**src/rtl/redmule_tile_pkg.sv**
```systemverilog
// Shared types and defaults for the redmule_tile run-control sequencer.
package redmule_tile_pkg;

  localparam int unsigned CTRL_ENABLE_DLY = 4;
  localparam int unsigned CTRL_SLEEP_FILT = 8;

  typedef enum logic [2:0] {
    CTRL_IDLE,
    CTRL_EN_WAIT,
    CTRL_RUN,
    CTRL_WAKE,
    CTRL_DONE,
    CTRL_TIMEOUT
  } redmule_tile_ctrl_state_e;

  // Per-state output levels; loaded together with the state register so
  // every output comes straight from a flop.
  typedef struct packed {
    logic tile_en;
    logic fetch_en;
    logic wu_wfe;
    logic busy;
    logic done;
  } ctrl_outs_t;

  function automatic ctrl_outs_t ctrl_state_outs(input redmule_tile_ctrl_state_e s);
    ctrl_outs_t o;
    o = '0;
    case (s)
      CTRL_EN_WAIT: begin
        o.tile_en = 1'b1;
        o.busy    = 1'b1;
      end
      CTRL_RUN: begin
        o.tile_en  = 1'b1;
        o.fetch_en = 1'b1;
        o.busy     = 1'b1;
      end
      CTRL_WAKE: begin
        o.tile_en  = 1'b1;
        o.fetch_en = 1'b1;
        o.busy     = 1'b1;
        o.wu_wfe   = 1'b1;
      end
      CTRL_DONE: o.done = 1'b1;
      default: ;
    endcase
    return o;
  endfunction

endpackage

```
**src/rtl/redmule_tile_ctrl_if.sv**
```systemverilog
// Control link between the run-control sequencer (master) and redmule_tile (slave).
interface redmule_tile_ctrl_if;
  logic        tile_enable;
  logic        fetch_enable;
  logic [31:0] boot_addr;
  logic [31:0] mhartid;
  logic        wu_wfe;
  logic        core_sleep;

  modport master (
    output tile_enable, fetch_enable, boot_addr, mhartid, wu_wfe,
    input  core_sleep
  );

  modport slave (
    input  tile_enable, fetch_enable, boot_addr, mhartid, wu_wfe,
    output core_sleep
  );
endinterface

```
**src/rtl/redmule_tile_ctrl_wdt.sv**
```systemverilog
// Saturating watchdog counter with clear, enable and limit compare.
module redmule_tile_ctrl_wdt #(
  parameter int unsigned WDT_W = 32
) (
  input  logic             clk_i,
  input  logic             rst_i,
  input  logic             clr_i,
  input  logic             en_i,
  input  logic [WDT_W-1:0] limit_i,
  output logic             hit_o
);

  logic [WDT_W-1:0] cnt_q;

  // Clear loads 1: the accepting edge already opens the first busy cycle,
  // so the count equals the number of busy cycles including the current one.
  always_ff @(posedge clk_i) begin
    if (rst_i) begin
      cnt_q <= '0;
    end else if (clr_i) begin
      cnt_q <= WDT_W'(1);
    end else if (en_i && (cnt_q != '1)) begin
      cnt_q <= cnt_q + WDT_W'(1);
    end
  end

  assign hit_o = (limit_i != '0) && (cnt_q == limit_i);

endmodule

```
**src/rtl/redmule_tile_ctrl.sv**
```systemverilog
// Run-control sequencer for redmule_tile: start -> enable -> fetch -> run -> done,
// with counted wake-up events and an optional watchdog.
// Build option: REDMULE_TILE_CTRL_WDT_EN builds the watchdog and TIMEOUT state.
module redmule_tile_ctrl
  import redmule_tile_pkg::*;
#(
  parameter int unsigned ENABLE_DLY = CTRL_ENABLE_DLY,
  parameter int unsigned SLEEP_FILT = CTRL_SLEEP_FILT,
  parameter int unsigned EVT_CNT_W  = 4,
  parameter int unsigned WDT_W      = 32,
  parameter logic [31:0] HARTID     = '0
) (
  input  logic                 clk_i,
  input  logic                 rst_i,
  input  logic                 start_i,
  input  logic [31:0]          boot_addr_i,
  input  logic [WDT_W-1:0]     wdt_limit_i,
  input  logic                 evt_i,
  redmule_tile_ctrl_if.master  tile,
  output logic                 busy_o,
  output logic                 done_o,
  output logic                 timeout_o,
  output logic [EVT_CNT_W-1:0] evt_pending_o
);

  localparam int unsigned DLY_W  = (ENABLE_DLY > 1) ? $clog2(ENABLE_DLY) : 1;
  localparam int unsigned FILT_W = (SLEEP_FILT > 1) ? $clog2(SLEEP_FILT) : 1;

  redmule_tile_ctrl_state_e state_q;
  ctrl_outs_t               outs_q;
  logic [31:0]              boot_addr_q;
  logic [DLY_W-1:0]         dly_q;
  logic [FILT_W-1:0]        filt_q;
  logic [EVT_CNT_W-1:0]     evt_q;
  logic                     start_ok;
  logic                     wdt_hit;

  assign start_ok = start_i && (state_q inside {CTRL_IDLE, CTRL_DONE, CTRL_TIMEOUT});

`ifdef REDMULE_TILE_CTRL_WDT_EN
  logic timeout_q;

  redmule_tile_ctrl_wdt #(
    .WDT_W (WDT_W)
  ) u_wdt (
    .clk_i   (clk_i),
    .rst_i   (rst_i),
    .clr_i   (start_ok),
    .en_i    (outs_q.busy),
    .limit_i (wdt_limit_i),
    .hit_o   (wdt_hit)
  );

  // Timeout flag: set when the watchdog fires while busy, cleared by a new start.
  always_ff @(posedge clk_i) begin
    if (rst_i) begin
      timeout_q <= 1'b0;
    end else if (start_ok) begin
      timeout_q <= 1'b0;
    end else if (wdt_hit && outs_q.busy) begin
      timeout_q <= 1'b1;
    end
  end

  assign timeout_o = timeout_q;
`else
  logic wdt_limit_unused;
  assign wdt_limit_unused = ^wdt_limit_i;
  assign wdt_hit          = 1'b0;
  assign timeout_o        = 1'b0;
`endif

  // Sequencer FSM plus delay counter, sleep filter and event counter.
  always_ff @(posedge clk_i) begin
    if (rst_i) begin
      state_q     <= CTRL_IDLE;
      outs_q      <= ctrl_state_outs(CTRL_IDLE);
      boot_addr_q <= '0;
      dly_q       <= '0;
      filt_q      <= '0;
      evt_q       <= '0;
    end else begin
      if (start_ok) begin
        evt_q <= '0;
      end else if (state_q == CTRL_WAKE) begin
        if (!evt_i) evt_q <= evt_q - EVT_CNT_W'(1);
      end else if (evt_i && (state_q != CTRL_IDLE) && (evt_q != '1)) begin
        evt_q <= evt_q + EVT_CNT_W'(1);
      end

      case (state_q)
        CTRL_IDLE, CTRL_DONE, CTRL_TIMEOUT: begin
          if (start_i) begin
            boot_addr_q <= boot_addr_i;
            dly_q       <= '0;
            filt_q      <= '0;
            state_q     <= CTRL_EN_WAIT;
            outs_q      <= ctrl_state_outs(CTRL_EN_WAIT);
          end
        end
        CTRL_EN_WAIT: begin
          if (wdt_hit) begin
            state_q <= CTRL_TIMEOUT;
            outs_q  <= ctrl_state_outs(CTRL_TIMEOUT);
          end else if (dly_q == DLY_W'(ENABLE_DLY - 1)) begin
            state_q <= CTRL_RUN;
            outs_q  <= ctrl_state_outs(CTRL_RUN);
          end else begin
            dly_q <= dly_q + DLY_W'(1);
          end
        end
        CTRL_RUN: begin
          if (wdt_hit) begin
            state_q <= CTRL_TIMEOUT;
            outs_q  <= ctrl_state_outs(CTRL_TIMEOUT);
          end else if (tile.core_sleep && (filt_q == FILT_W'(SLEEP_FILT - 1))) begin
            filt_q <= '0;
            if (evt_q != '0) begin
              state_q <= CTRL_WAKE;
              outs_q  <= ctrl_state_outs(CTRL_WAKE);
            end else begin
              state_q <= CTRL_DONE;
              outs_q  <= ctrl_state_outs(CTRL_DONE);
            end
          end else if (tile.core_sleep) begin
            filt_q <= filt_q + FILT_W'(1);
          end else begin
            filt_q <= '0;
          end
        end
        CTRL_WAKE: begin
          filt_q <= '0;
          if (wdt_hit) begin
            state_q <= CTRL_TIMEOUT;
            outs_q  <= ctrl_state_outs(CTRL_TIMEOUT);
          end else begin
            state_q <= CTRL_RUN;
            outs_q  <= ctrl_state_outs(CTRL_RUN);
          end
        end
        default: begin
          state_q <= CTRL_IDLE;
          outs_q  <= ctrl_state_outs(CTRL_IDLE);
        end
      endcase
    end
  end

  assign tile.tile_enable  = outs_q.tile_en;
  assign tile.fetch_enable = outs_q.fetch_en;
  assign tile.wu_wfe       = outs_q.wu_wfe;
  assign tile.boot_addr    = boot_addr_q;
  assign tile.mhartid      = HARTID;
  assign busy_o            = outs_q.busy;
  assign done_o            = outs_q.done;
  assign evt_pending_o     = evt_q;

endmodule

```
**src/flat_wrapper.sv**
```systemverilog
// flat-port wrapper written by rule: the top's interface ports become plain ports
module redmule_tile_ctrl_flat import redmule_tile_pkg::*;
#(
  parameter int unsigned ENABLE_DLY = CTRL_ENABLE_DLY,
  parameter int unsigned SLEEP_FILT = CTRL_SLEEP_FILT,
  parameter int unsigned EVT_CNT_W  = 4,
  parameter int unsigned WDT_W      = 32,
  parameter logic [31:0] HARTID     = '0
)
  (clk_i, rst_i, start_i, boot_addr_i, wdt_limit_i, evt_i, busy_o, done_o, timeout_o, evt_pending_o, tile_tile_enable, tile_fetch_enable, tile_boot_addr, tile_mhartid, tile_wu_wfe, tile_core_sleep);
  redmule_tile_ctrl_if tile_i ();
  input  logic clk_i;
  input  logic rst_i;
  input  logic start_i;
  input  logic [31:0] boot_addr_i;
  input  logic [WDT_W-1:0] wdt_limit_i;
  input  logic evt_i;
  output logic busy_o;
  output logic done_o;
  output logic timeout_o;
  output logic [EVT_CNT_W-1:0] evt_pending_o;
  output wire logic [$bits(tile_i.tile_enable)-1:0] tile_tile_enable;
  output wire logic [$bits(tile_i.fetch_enable)-1:0] tile_fetch_enable;
  output wire logic [$bits(tile_i.boot_addr)-1:0] tile_boot_addr;
  output wire logic [$bits(tile_i.mhartid)-1:0] tile_mhartid;
  output wire logic [$bits(tile_i.wu_wfe)-1:0] tile_wu_wfe;
  input wire logic [$bits(tile_i.core_sleep)-1:0] tile_core_sleep;
  assign tile_tile_enable = tile_i.tile_enable;
  assign tile_fetch_enable = tile_i.fetch_enable;
  assign tile_boot_addr = tile_i.boot_addr;
  assign tile_mhartid = tile_i.mhartid;
  assign tile_wu_wfe = tile_i.wu_wfe;
  assign tile_i.core_sleep = tile_core_sleep;
  redmule_tile_ctrl #(.ENABLE_DLY(ENABLE_DLY), .SLEEP_FILT(SLEEP_FILT), .EVT_CNT_W(EVT_CNT_W), .WDT_W(WDT_W), .HARTID(HARTID)) u_core (.clk_i(clk_i), .rst_i(rst_i), .start_i(start_i), .boot_addr_i(boot_addr_i), .wdt_limit_i(wdt_limit_i), .evt_i(evt_i), .tile(tile_i), .busy_o(busy_o), .done_o(done_o), .timeout_o(timeout_o), .evt_pending_o(evt_pending_o));
endmodule
```
**config.mk**
```make
export PLATFORM = sky130hd
export DESIGN_NAME = redmule_tile_ctrl_flat
export DESIGN_NICKNAME = d
export VERILOG_FILES = /design/src/rtl/redmule_tile_pkg.sv /design/src/rtl/redmule_tile_ctrl_if.sv /design/src/rtl/redmule_tile_ctrl_wdt.sv /design/src/rtl/redmule_tile_ctrl.sv /design/src/flat_wrapper.sv
export SDC_FILE = /design/constraint.sdc
export NUM_CORES = 1
export LEC_CHECK = 0
export ABC_AREA = 1
export CAP_MARGIN = 30
export CORE_ASPECT_RATIO = 2
export CORE_MARGIN = 5
export CORE_UTILIZATION = 30
export DETAILED_ROUTE_END_ITERATION = 16
export HOLD_SLACK_MARGIN = 0.1
export PLACE_DENSITY = 0.77
export REMOVE_ABC_BUFFERS = 1
export SLEW_MARGIN = 20
export SYNTH_ARGS = -nofsm -noshare
export SYNTH_HDL_FRONTEND = slang
export SYNTH_SLANG_ARGS = --single-unit
```
**constraint.sdc**
```tcl
create_clock -name clk_i -period 2.5 [get_ports clk_i]
set_input_delay 0.5 -clock clk_i [delete_from_list [all_inputs] [get_ports clk_i]]
set_output_delay 0.5 -clock clk_i [all_outputs]
set_load 0.005 [all_outputs]
```
# After elaboration in Yosys (flattened, before gate mapping)
# Index checks and enable logic that the tools add are counted.
[word_totals]
regBits = 49
latchBits = 0
ram_bits = 0
mem_bits_ro = 0
out_inout_bits = 74
word_cells = 65
memories = 0
[op_classes]
add_sub_neg = 4
mul = 0
n_div = 0
n_lt_le_gt_ge = 0
eq_ne = 13
shifts = 0
muxes = 20
bitwise = 0
n_reduce_logical = 18
[ops]
columns = ["operator", "n"]
rows = [
  ["2-to-1 mux 3 bit", 7],
  ["2-to-1 mux 5 bit", 4],
  ["case mux 5 bit (4 select lines)", 1],
  ["2-to-1 mux 4 bit", 3],
  ["case mux 3 bit (4 select lines)", 1],
  ["== test 3 bit, second input constant", 3],
  ["case mux 3 bit (3 select lines)", 1],
  ["nonzero test 3 bit", 3],
  ["== test 3 x 2 -> 1 bit, second input constant", 2],
  ["inequality test 2 bit, second input constant", 3],
  ["AND reduction 2 bit", 3],
  ["AND reduction 3 bit", 2],
  ["adder 4 x 1 -> 4 bit, second input constant", 1],
  ["logical AND 1 bit", 4],
  ["2-to-1 mux 2 bit", 2],
  ["inequality test 2 x 1 -> 1 bit, second input constant", 2],
  ["inequality test 4 bit, second input constant", 1],
  ["case mux 2 bit (2 select lines)", 1],
  ["nonzero test 2 bit", 2],
  ["nonzero test 4 bit", 1],
  ["subtractor 4 x 1 -> 4 bit, second input constant", 1],
  ["adder 3 x 1 -> 3 bit, second input constant", 1],
  ["== test 3 x 1 -> 1 bit, second input constant", 1],
  ["zero test 3 bit", 1],
  ["4 further kinds", 4],
]

# Longest topological paths before layout
# Gate-level depths: netlist (run 1).
[logic_depth]
ltp_word = 5
ltp_mapped = 12
mapped_depth_nobuf = 11

# Worst setup path before layout (run 1)
# Ideal clock, no wire load.
[synth_timing]
path_type = "reg-to-reg"
startpoint = "register u_core.state_q[1]"
endpoint = "register u_core.evt_q[2], in the netlist u_core.evt_pending_o[2]"
t_arrival_ps = 1303
required_ps = 2383
setup_slack_ps = 1080
stages_incl_launch_ff = 13
n_path_buf = 1
path_cell_list = "dfxtp_1 -> buf_4 -> nand2_1 -> nor2_1 -> nand2_1 -> nand2_1 -> inv_1 -> ha_1 -> inv_1 -> nand2_1 -> xnor2_1 -> nor2_1 -> nor2_1"
[synth_via]
elab_chain_len = 5
elab_cells_between_ends = 14
classes_between = "4 x eq/ne; 1 x mux; 9 x reduce/logical"
[synth_rtl]
columns = ["item", "line_no", "rtl"]
rows = [
  ["from (decl)", "redmule_tile_ctrl.sv:29", "redmule_tile_ctrl_state_e state_q;"],
  ["from (signal assigned)", "redmule_tile_ctrl.sv:76", "state_q <= CTRL_IDLE;"],
  ["from (signal assigned)", "redmule_tile_ctrl.sv:97", "state_q <= CTRL_EN_WAIT;"],
  ["from (signal assigned)", "redmule_tile_ctrl.sv:103", "state_q <= CTRL_TIMEOUT;"],
  ["nonzero test 3 bit", "redmule_tile_ctrl.sv:87", "end else if (evt_i && (state_q != CTRL_IDLE) && (evt_q != '1)) begin"],
  ["logical AND 1 bit (2 in a row)", "redmule_tile_ctrl.sv:87", ""],
  ["nonzero test 2 bit (no line)", "-", ""],
  ["AND reduction 2 bit (no line)", "-", ""],
  ["to (signal assigned)", "redmule_tile_ctrl.sv:86", "if (!evt_i) evt_q <= evt_q - EVT_CNT_W'(1);"],
  ["to (signal assigned)", "redmule_tile_ctrl.sv:88", "evt_q <= evt_q + EVT_CNT_W'(1);"],
  ["to (decl)", "redmule_tile_ctrl.sv:34", "logic [EVT_CNT_W-1:0] evt_q;"],
]
# Parallel ways exist; a longest one is shown, timed or not.
# A chain may end at the register's enable or synchronous reset.

==> reports/summary.txt, run 1 <==
Slowest cell on the critical path: dfxtp_1
All-layer global routing usage: 0.1145
Setup TNS: 0 ps
Setup bufs post-CTS: 0
Clk Latency, worst-skew pair: 280 ps
Filler cell count: 715
Dpl cells: 458
Crit path cell chain: clkdlybuf4s50_1
CP Capture Type: primary output
R2R cell count: 11
Most frequent cells in the layout: nand2_1, clkdlybuf4s50_1, dfxtp_1, a21oi_1, conb_1
Reg2reg end: u_core.evt_pending_o[2]$_SDFFE_PP0P_
Final Total Pwr: 2889 uW
DR vias: 2011
Slew headroom: 0.6223
H-tree levels: 2
Final core utilization: 0.4245
Peak VDD IR: 0.4431 mV
WL/cell: 11.58 um
Top post-synthesis cells by area: dfxtp_1, nand2_1, buf_4
Synth warn: 0
CP Capture Point: tile_fetch_enable
Initial DRC Count: 72
Gate Count Post-Synth: 300
Cts hold-fix bufs: 0
Final min period: 1957 ps
Setup violation total in the final timing report: 0
Max FO, Critical Path: 9
Core box area: 7212 um^2
Seq/Total Area, Yosys: 0.4213
# IOs: 143
Critical path buffers and inverters: 1
Clock root cell: clkbuf_16
Worst Path Required: 2000 ps
Most common library cell in the layout ignoring fill and taps: nand2_1
Crit share post-route: 0.7827
Finished Layout Cells: 466
WL final: 5395 um
Worst Tran Pin Value: 565.7 ps
Crit path max-delay family: flip-flops
Syn avg cell area: 7.286 um^2
RSZ-0062 raised after global routing: false
Vias per Instance: 4.315
Placer congestion estimate: 0.8598
DR pass1 iterations: 4
HP Start: u_core.tile.boot_addr[24]$_SDFFE_PP0P_
Post-place instance area: 2895 um^2
Crit path from: u_core.state_q[1]$_SDFFE_PP0P_
# diodes: 0
Synth top area share: 0.4213
Pleak: 0.001316 uW
Die area: 9196 um^2
Max-cap violations: 0
IO Port Bufs: 77
Num CTS Buffers: 5
Drc violations: 0
Die W: 70.36 um
Startpoint type of the worst setup path: flop
Seq cells post-synth: 46
Worst Skew: 6.335 ps
R2R setup slack: 810 ps
Final net count: 446
Worst Hold Class: flop to flop
Post-route ant nets: 0
Setup Crit Path Kind: flop to primary output
Initial core utilization: 0.3031
Fmax: 0.5111 GHz
Post-CTS sizing: 0
Min-Delay Path Depth: 2
Critical R2R Launch: u_core.state_q[1]$_SDFFE_PP0P_
CTS tree: built
Post-DP HPWL: 4097 um
Distinct cells, synth: 25
Vias in the first global route: 1870
Area grow syn2layout: 40.07%
Worst stage delay on the critical path: 590 ps
Die span in y: 130.7 um
Synth area leader: dfxtp_1
Initial antenna violation count: 0
Mapped cell area: 2186 um^2
Critical path depth in cells: 1
Clock sinks: 46
Row count: 44
First-pass GRT wire length: 8314 um
Design area: 3062 um^2
Fraction of layout cells with a size suffix above 1: 0.05348
Status: finished clean
Reg clk slew, reported paths: 60 ps
CTS Buffer Depth: 2
Worst EP arrival: 1460 ps
Fin. max-slew vios: 0
Power Density: 943.5 nW/um^2
Largest net degree at the start of global routing: 36
Fin. Hold Viols: 0
GR Overflow Total: 0
==> layout make-up <==
type,instances,area [um^2],share of cell area
multi-input cells,219,987.2,0.3224
flip-flops and latches,46,920.9,0.3008
repair buffers,80,793.3,0.2591
clock buffers,6,128.9,0.04209
well taps,92,115.1,0.03760
inverters,21,78.83,0.02575
clock inverters,2,37.54,0.01226
==> metrics by stage <==
| stage | hold WS, ps | setup WS (ps) |
|---|---|---|
| floorplan | 436.8 | 1013 |
| global placement | 450.5 | 573.8 |
| detailed placement | 455.9 | 563.0 |
| CTS | 465.9 | 540.6 |
| global route | 479.4 | 489.7 |
| finish | 463.8 | 543.3 |
==> cell usage after synthesis, drive strengths merged <==
library cell and number:
nand2 105, dfxtp 46, conb 1, nand3 7
o21bai 1, o21ai 4, nor2 16, xnor2 1
nor3 2, inv 21, nand3b 1, nand4 1
a21oi 42, buf 42, ha 4, o21a 1
clkbuf 4, or2 1
==> worst min-delay path by stage <==
stage | end | slack (ps)
final | u_core.tile.boot_addr[24]$_SDFFE_PP0P_ | 460
after global routing | u_core.tile.boot_addr[24]$_SDFFE_PP0P_ | 480
after CTS | u_core.tile.boot_addr[28]$_SDFFE_PP0P_ | 470
after detailed placement | u_core.tile.boot_addr[28]$_SDFFE_PP0P_ | 460
after global placement | u_core.filt_q[1]$_SDFFE_PP0P_ | 450
after floorplan | u_core.filt_q[1]$_SDFFE_PP0P_ | 440
==> flip-flops by register name, summed over array words and instances (netlist names) <==
register	count
u_core.done_o	1
u_core.dly_q	2
u_core.filt_q	3
u_core.evt_pending_o	4
u_core.busy_o	1
u_core.tile.wu_wfe	1
u_core.tile.boot_addr	32
u_core.state_q	2
==> metal layers <==
metal  share of wire  wire length (um)  up-vias  track usage
met3           0.090               483        8      0.03828
li1                -                 -     1014            -
met1            0.35              1874      898       0.1004
met5               0                 0        -            0
met4           0.022               116        0      0.05756
met2            0.54              2921       91       0.2254
==> logic make-up (layout without fill, tap and decap cells) <==
group	Yosys count	after routing	synth area share
flip-flops	46	46	0.4213
AND/OR/NAND/NOR	133	133	0.2524
adder cells (fa/ha/maj)	4	4	0.02290
other	1	33	0.001716
XOR/XNOR	1	1	0.004008
buffers and inverters	67	109	0.1820
AO/OA/AOI/OAI	48	48	0.1156
==> where the power goes <==
group          internal (uW)  leakage [uW]  switching [uW]
logic                    524      0.000863             597
clock network            472     0.0000771             273
registers                891      0.000377             132
Power figures use the tool's default switching activity.
==> run 2, diff against run 1 <==
Settings changed: PLACE_DENSITY 0.77 to 0.79.
Clock period 2.5 ns to 1.8 ns, I/O delays scaled along.
==> reports/summary.txt, run 2 (same netlist as run 1, synthesis figures left out) <==
Status: finished clean
Largest register FFs: 32
Largest net degree at the start of global routing: 35
# diodes: 0
GR Overflow Total: 0
DR pass1 iterations: 4
Fmax: 0.6059 GHz
Setup TNS: 0 ps
Design area: 3105 um^2
Worst Hold Class: flop to flop
All-layer global routing usage: 0.1176
Min-Delay Path Depth: 2
Vias in the first global route: 1944
Die span in y: 130.7 um
Hold EP: u_core.tile.boot_addr[19]$_SDFFE_PP0P_
Reg clk slew, reported paths: 70 ps
Slowest cell on the critical path: clkdlybuf4s50_1
Die area: 9196 um^2
Row count: 44
Fraction of layout cells with a size suffix above 1: 0.06117
Fin. Hold Viols: 0
DR vias: 2009
Worst EP arrival: 1290 ps
Post-route ant nets: 0
Peak VDD IR: 0.7548 mV
Num CTS Buffers: 5
Fin. max-slew vios: 0
Most common library cell in the layout ignoring fill and taps: nand2_1
# IOs: 143
Placer congestion estimate: 0.8044
WL final: 5371 um
Clk Latency, worst-skew pair: 290 ps
Crit path max-delay family: buffers and inverters
Vias per Instance: 4.293
Final min period: 1650 ps
Multi-input logic area: 987.2 um^2
WL/cell: 11.48 um
Worst stage delay on the critical path: 550 ps
Crit path cell chain: clkdlybuf4s50_1
R2R cell count: 11
H-tree levels: 2
Worst Path Required: 1440 ps
CP Capture Type: primary output
R2R setup slack: 270 ps
Pleak: 0.001335 uW
Crit share post-route: 0.9169
Power Density: 1326 nW/um^2
Cts hold-fix bufs: 0
Worst Skew: 2.005 ps
Clock root cell: clkbuf_16
Post-place instance area: 2935 um^2
Reg2reg end: u_core.evt_pending_o[2]$_SDFFE_PP0P_
HP Start: u_core.tile.boot_addr[19]$_SDFFE_PP0P_
IO Port Bufs: 77
Post-DP HPWL: 4223 um
Setup violation total in the final timing report: 0
Area grow syn2layout: 42.07%
Startpoint type of the worst setup path: flop
Max FO, Critical Path: 5
Setup Crit Path Kind: flop to primary output
Setup bufs post-CTS: 0
CTS Buffer Depth: 2
Initial antenna violation count: 0
Drc violations: 0
Max-cap violations: 0
Reg area: 920.9 um^2
CTS tree: built
Final core utilization: 0.4306
Final net count: 448
RSZ-0062 raised after global routing: false
Clock sinks: 46
Filler cell count: 714
Most frequent cells in the layout: nand2_1, clkdlybuf4s50_1, dfxtp_1, a21oi_1, conb_1
Core box area: 7212 um^2
Post-CTS sizing: 0
Initial DRC Count: 33
Initial core utilization: 0.3031
Die W: 70.36 um
First-pass GRT wire length: 8556 um
Critical path buffers and inverters: 1
Critical R2R Launch: u_core.state_q[0]$_SDFFE_PP0P_
-- run 2: cell count changes in the layout (fill, tap and decap cells not counted), sizes merged --
cell	before	now
clkinvlp	1	2
buf	3	5
clkbuf	6	5
-- run 2: metrics by stage --
| stage | setup slack, ps | hold WS, ps | std cells | total power, uW |
|---|---|---|---|---|
| 6_report | 149.5 | 462.9 | 468 | 4118 |
| 4_1_cts | 144.8 | 465.8 | 468 | 4185 |
| 3_3_place_gp | 234.7 | 449.8 | 460 | 3051 |
| 3_5_place_dp | 205.0 | 457.7 | 460 | 3101 |
| 2_1_floorplan | 312.8 | 429.1 | 286 | 2266 |
| 5_1_grt | 103.8 | 485.5 | 468 | 4442 |
-- run 2: worst max-delay path by stage --
stage	start	to	slack, ps	cells past startpoint
3_3_place_gp	start_i	u_core.busy_o$_SDFFE_PP0P_	230	6
3_5_place_dp	evt_i	u_core.evt_pending_o[2]$_SDFFE_PP0P_	210	6
5_1_grt	u_core.done_o$_SDFFE_PP0P_	done_o	100	1
6_report	u_core.done_o$_SDFFE_PP0P_	done_o	150	1
2_1_floorplan	u_core.state_q[1]$_SDFFE_PP0P_	u_core.evt_pending_o[2]$_SDFFE_PP0P_	310	11
4_1_cts	u_core.done_o$_SDFFE_PP0P_	done_o	140	1
-- run 2: power breakdown --
| group | leakage, uW | total, uW | switching (uW) | internal, uW |
|---|---|---|---|---|
| Sequential | 0.000377 | 1400 | 160 | 1240 |
| Clock | 0.0000760 | 1060 | 404 | 655 |
| Combinational | 0.000882 | 1660 | 864 | 798 |
-- run 2: metal layers --
layer / part of all wire / GRT usage / up-vias
met5: 0 / 0 / -
met4: 0.019 / 0.05418 / 0
met3: 0.081 / 0.03446 / 6
met2: 0.55 / 0.2320 / 82
met1: 0.35 / 0.1076 / 905
li1: - / - / 1016
-- run 2: worst reg2reg max path, cell delays in order (launching register included) --
cell	delay [ps]
dfxtp_1	400
nand2_1	100
nor2_1	160
nand2_1	90
nand2_1	70
inv_1	40
ha_1	160
inv_1	50
nand2_1	60
xnor2_1	130
nor2_1	120
nor2_1	60
-- run 2: area by class of cell --
class | instances | share of cell area
Inverter | 21 | 0.02538
Clock inverter | 3 | 0.01450
Clock buffer | 5 | 0.04029
Tap cell | 92 | 0.03707
Timing Repair Buffer | 82 | 0.2683
Sequential cell | 46 | 0.2965
Multi-Input combinational cell | 219 | 0.3179
==> run 3, diff against run 2 <==
Settings changed: PLACE_DENSITY 0.79 to 0.78, SYNTH_HIERARCHICAL from default to 1.
==> reports/summary.txt, run 3 <==
Status: finished clean
Min-Delay Path Depth: 2
Clock sinks: 46
Vias in the first global route: 2030
Initial antenna violation count: 0
Worst Path Required: 1440 ps
Synth warn: 6
Fraction of registers with async set/reset: 0
# diodes: 0
Setup violation total in the final timing report: 0
Reg2reg end: u_core/evt_pending_o[3]$_SDFFE_PP0P_
DR pass1 iterations: 4
IO Port Bufs: 77
GR Overflow Total: 0
Max-cap violations: 0
CP Capture Point: tile_fetch_enable
Synth area leader: dfxtp_1
H-tree levels: 2
Synth top area share: 0.3938
Fin. Hold Viols: 0
CTS Buffer Depth: 2
R2R cell count: 11
Met1 Track Usage GR: 0.1199
Largest net degree at the start of global routing: 33
Setup bufs post-CTS: 0
CTS tree: built
RSZ-0062 raised after global routing: false
Initial core utilization: 0.3077
Worst Skew: 3.819 ps
Placer congestion estimate: 0.8499
# IOs: 143
Worst Hold Class: flop to flop
Post-route ant nets: 0
Core box area: 7601 um^2
Final net count: 461
Mapped cell area: 2338 um^2
All-layer global routing usage: 0.1221
Post-DP HPWL: 4615 um
Largest register FFs: 32
Area grow syn2layout: 36.54%
Gate Count Post-Synth: 311
Die area: 9768 um^2
Final min period: 1684 ps
Fraction of layout cells with a size suffix above 1: 0.07772
Crit path from: u_core/state_q[1]$_SDFFE_PP0P_
DR vias: 2148
Critical R2R Launch: u_core/state_q[2]$_SDFFE_PP0P_
Peak VDD IR: 0.8075 mV
Most common library cell in the layout ignoring fill and taps: clkdlybuf4s50_1
Vias per Instance: 4.475
Crit share post-route: 0.9354
Power Density: 1288 nW/um^2
Row count: 45
Max FO, Critical Path: 5
WL final: 5894 um
Distinct cells, synth: 29
Worst EP arrival: 1320 ps
Fmax: 0.5939 GHz
First-pass GRT wire length: 9377 um
Busiest grt layer: met2
Pleak: 0.001332 uW
Most frequent cells in the layout: clkdlybuf4s50_1, nand2_1, dfxtp_1, a21oi_1, nand3_1
Met3 usage in global routing: 0.03800
WL/cell: 12.28 um
Drc violations: 0
Clock root cell: clkbuf_16
Syn avg cell area: 7.519 um^2
Seq cells post-synth: 46
Met2 usage: 0.2203
R2R setup slack: 180 ps
Top post-synthesis cells by area: dfxtp_1, buf_4, nand2_1
Worst hold margin: 458.5 ps
Post-synth top flop: dfxtp_1
Fin. max-slew vios: 0
Setup Crit Path Kind: flop to primary output
Clk Latency, worst-skew pair: 280 ps
EDFF count, synth: 0
Seq/Total Area, Yosys: 0.3938
Setup TNS: 0 ps
CP Capture Type: primary output
Initial DRC Count: 20
Most common cell in the netlist: nand2_1
Die span in y: 134.9 um
Startpoint type of the worst setup path: flop
Num CTS Buffers: 5
Die W: 72.43 um
Most frequent cells after synthesis: nand2_1, dfxtp_1, a21oi_1
Reg clk slew, reported paths: 60 ps
==> run 3: cell count changes in the layout (fill, tap and decap cells not counted), sizes merged, moves of 2 or more <==
cell / before / now
buf: 5 / 9
inv: 21 / 18
clkinvlp: 2 / 0
nand2: 105 / 77
nand3: 7 / 44
o21ai: 4 / 2
clkinv: 0 / 2
==> run 3: power by group <==
| group | internal, uW | total [uW] | leakage (uW) | switching [uW] |
|---|---|---|---|---|
| Combinational | 820 | 1850 | 0.000886 | 1030 |
| Clock | 501 | 875 | 0.0000694 | 373 |
| Sequential | 1240 | 1390 | 0.000377 | 151 |
==> run 3: cell type report <==
cell class / instances / area [um^2]
Fill cell: 756 / 4408
Multi-Input combinational cell: 229 / 1110
Sequential cell: 46 / 922.1
Timing Repair Buffer: 86 / 838.3
Clock buffer: 5 / 125.1
Tap cell: 94 / 117.6
Inverter: 18 / 70.07
Clock inverter: 2 / 10.01
==> run 3: kinds of logic (layout without fill, tap and decap cells) <==
kind of cell               after synthesis  count (layout)  synth area share
and+or+nand+nor                        142             142            0.2788
DFF                                     46              46            0.3938
other                                    1              33          0.001604
buffers and inverters                   68             111            0.1830
adders and majority gates                6               6           0.03531
AOI/OAI and AO/OA                       47              47            0.1038
xor gates and xnor gates                 1               1          0.003746
==> run 3: layer usage <==
layer	wire [um]	up-vias
met2	3134	87
met1	2051	958
met4	219	0
li1	-	1090
met5	0	-
met3	489	13
==> run 3: how the worst min path moves through the flow <==
stage / startpoint / endpoint / slack [ps]
final: u_core/tile.boot_addr[18]$_SDFFE_PP0P_ / u_core/tile.boot_addr[18]$_SDFFE_PP0P_ / 460
after detailed placement: u_core/tile.boot_addr[18]$_SDFFE_PP0P_ / u_core/tile.boot_addr[18]$_SDFFE_PP0P_ / 450
after global routing: u_core/tile.boot_addr[30]$_SDFFE_PP0P_ / u_core/tile.boot_addr[30]$_SDFFE_PP0P_ / 480
after floorplan: u_core/dly_q[0]$_SDFFE_PP0P_ / u_core/dly_q[0]$_SDFFE_PP0P_ / 430
after CTS: u_core/tile.boot_addr[0]$_SDFFE_PP0P_ / u_core/tile.boot_addr[0]$_SDFFE_PP0P_ / 460
after global placement: u_core/dly_q[0]$_SDFFE_PP0P_ / u_core/dly_q[0]$_SDFFE_PP0P_ / 440
==> run 3: timing repair <==
item	CTS	global route
hold buffers	0	0
setup endpoints to repair	0	1
resized for setup	0	1
==> run 3: worst max-delay path, cell delays in order, from the launching register on <==
cell and delay, ps:
dfxtp_2 390, buf_4 150, clkdlybuf4s50_1 500
==> run 3: stage by stage <==
stage / setup WS, ps / utilization / instance area, um^2 / total power [uW] / cells
after global placement: 96.17 / 0.4021 / 3057 / 3231 / 473
after CTS: 8.190 / 0.4199 / 3192 / 4180 / 480
after global routing: 18.61 / 0.4201 / 3193 / 4428 / 480
final: 116.3 / 0.4201 / 3193 / 4113 / 480
after floorplan: 274.8 / - / 2101 / 2418 / 293
after detailed placement: 82.40 / 0.4021 / 3057 / 3280 / 473
==> edit: new RTL, flow settings as in run 2 <==
`EVT_CNT_W` is set to 4 in 2 places; all go to 6.
--- a/src/rtl/redmule_tile_ctrl.sv
+++ b/src/rtl/redmule_tile_ctrl.sv
@@ -6,7 +6,7 @@
 #(
   parameter int unsigned ENABLE_DLY = CTRL_ENABLE_DLY,
   parameter int unsigned SLEEP_FILT = CTRL_SLEEP_FILT,
-  parameter int unsigned EVT_CNT_W  = 4,
+  parameter int unsigned EVT_CNT_W  = 6,
   parameter int unsigned WDT_W      = 32,
   parameter logic [31:0] HARTID     = '0
 ) (
--- a/src/flat_wrapper.sv
+++ b/src/flat_wrapper.sv
@@ -3,7 +3,7 @@
 #(
   parameter int unsigned ENABLE_DLY = CTRL_ENABLE_DLY,
   parameter int unsigned SLEEP_FILT = CTRL_SLEEP_FILT,
-  parameter int unsigned EVT_CNT_W  = 4,
+  parameter int unsigned EVT_CNT_W  = 6,
   parameter int unsigned WDT_W      = 32,
   parameter logic [31:0] HARTID     = '0
 )
Ports: changed (resized evt_pending_o); port bits go from 143 to 145. No check against the original RTL was run, so the function may have changed too.
==> edit against run 2 <==
Sequential cell count grew 2; sequential share of layout area shrank 1.6 points; highest routed layer unchanged; register-to-register slack lost 0.14 ns; combinational power grew 22%; count of clock-buffer cells in the layout grew 1; setup slack lost 0.057 ns; final cell count grew 8.1%; power grew 9.9%; critical endpoint unchanged; cell area grew 10%; global-route usage grew 0.22 points; area after synthesis grew 9.2%; routed wire length grew 9.9%; worst hold slack gained 0.0084 ns.
==> edit: results (changes against run 2) <==
[layout]
nFillCells=797  ; was 714
nets=486  ; was 448
drive_gt1_frac=0.102  ; was 0.0612
layout.cells.non_filler=506  ; was 468

[logic_synthesis]
synth_ff_type=dfxtp_1  ; unchanged
netlist_top_cells_area=dfxtp_1 40%, nor2_1 13%, buf_4 11%  ; was dfxtp_1 42%, nand2_1 18%, buf_4 13%
ys_seq_area_frac=0.403  ; was 0.421
synth_xor_area_frac=0.0110  ; was 0.00401
synth-adder-area-share=0.0451  ; was 0.0229
synth_common_cells=84 x nor2_1, 48 x dfxtp_1, 41 x nand2_1, 34 x buf_4, 34 x o21ai_0  ; was 104 x nand2_1, 46 x dfxtp_1, 41 x a21oi_1, 38 x buf_4, 18 x inv_1
synth_compound_area_frac=0.103  ; was 0.116
syn_inst=323  ; was 300
synth.distinct_cells=27  ; was 25
synth-async-reset-ratio=0  ; unchanged

[routing]
wire_per_inst_um=11.7  ; was 11.5 µm
met1Wirelength_um=2430  ; was 1880 µm
num_vias=2153  ; was 2009
dr_wl_met2_um=2520  ; was 2960 µm
highest_layer=met4  ; unchanged
wl_met3_um=870  ; was 433 µm
drt_iter0_drc=157  ; was 33

[setup_path]
cp_max_fo=4  ; was 5
worstRegToRegCells=10  ; was 11
cp-endpoint=done_o  ; unchanged
cp.arrival_ns=1.35  ; was 1.29 ns
cp_slowest_stage_delay_ns=0.50  ; was 0.55 ns
critPathLaunch=u_core.done_o  ; unchanged
r2r_end=u_core.evt_pending_o[5]  ; was u_core.evt_pending_o[2]
r2r_start=u_core.state_q[1]  ; was u_core.state_q[0]
reg2reg_slack_ns=0.13  ; was 0.27 ns

[global_routing]
grt_pass1_wl_um=9510  ; was 8560 µm
antenna_found_initial=0  ; unchanged
grt_pass1_vias=2114  ; was 1944
grt_start_max_net_pins=31  ; was 35
grt_usage=0.120  ; was 0.118

[min_path]
hp-start=u_core.filt_q[1]  ; was u_core.tile.boot_addr[19]
hold_end=u_core.filt_q[1]  ; was u_core.tile.boot_addr[19]

[sta]
post-route-min-period_ns=1.71  ; was 1.65 ns
skew_ns=0.00549  ; was 0.00201 ns
hold_slack_ns=0.471  ; was 0.463 ns

[power]
ir_drop_v=0.000755  ; about the same
switchingPower_w=0.00162  ; was 0.00143 W
netSwitchingFraction=0.359  ; was 0.347
leakage_nw=1.50  ; was 1.33 nW
power.share.combinational=0.446  ; was 0.404
p_seq_w=0.00154  ; was 0.00140 W

[status]
status=finished clean  ; unchanged

[placed_design]
place_inst=496  ; was 460
place_hpwl_um=4380  ; was 4220 µm
place_ws_ns=0.101  ; was 0.205 ns
portBuffers=79  ; was 77
gp_congestion=0.795  ; was 0.804

[clock_tree]
postCtsSetupBuffers=0  ; unchanged
cts_buffers=5  ; unchanged

[job]
drv_cap=0  ; unchanged

[edit: final cells by class]
| type | instances | share of cell area |
|---|---|---|
| tap | 96 | 0.0351 |
| inverter | 15 | 0.0165 |
| sequential | 48 | 0.281 |
| clock buffer | 6 | 0.0406 |
| clock inverter | 2 | 0.00402 |
| timing repair buffer | 90 | 0.270 |
| multi-input combinational | 249 | 0.353 |
[edit: worst reg2reg max path: cells and delay by family (launching register included)]
| family | cells | cell delay, ns |
|---|---|---|
| simple gates | 9 | 0.97 |
| flops | 1 | 0.36 |
| fa+ha+maj | 1 | 0.24 |
[edit: per-stage QoR]
stage               cell area, µm²   util
CTS                           3370  0.431
floorplan                     2200      -
finish                        3420  0.437
global placement              3220  0.411
detailed placement            3220  0.411
global route                  3420  0.437
[edit: per-layer routing]
layer  track usage  vias up
met4        0.0483        0
met3        0.0659        7
met5             0        -
met1         0.141      918
met2         0.178       97
li1              -     1131
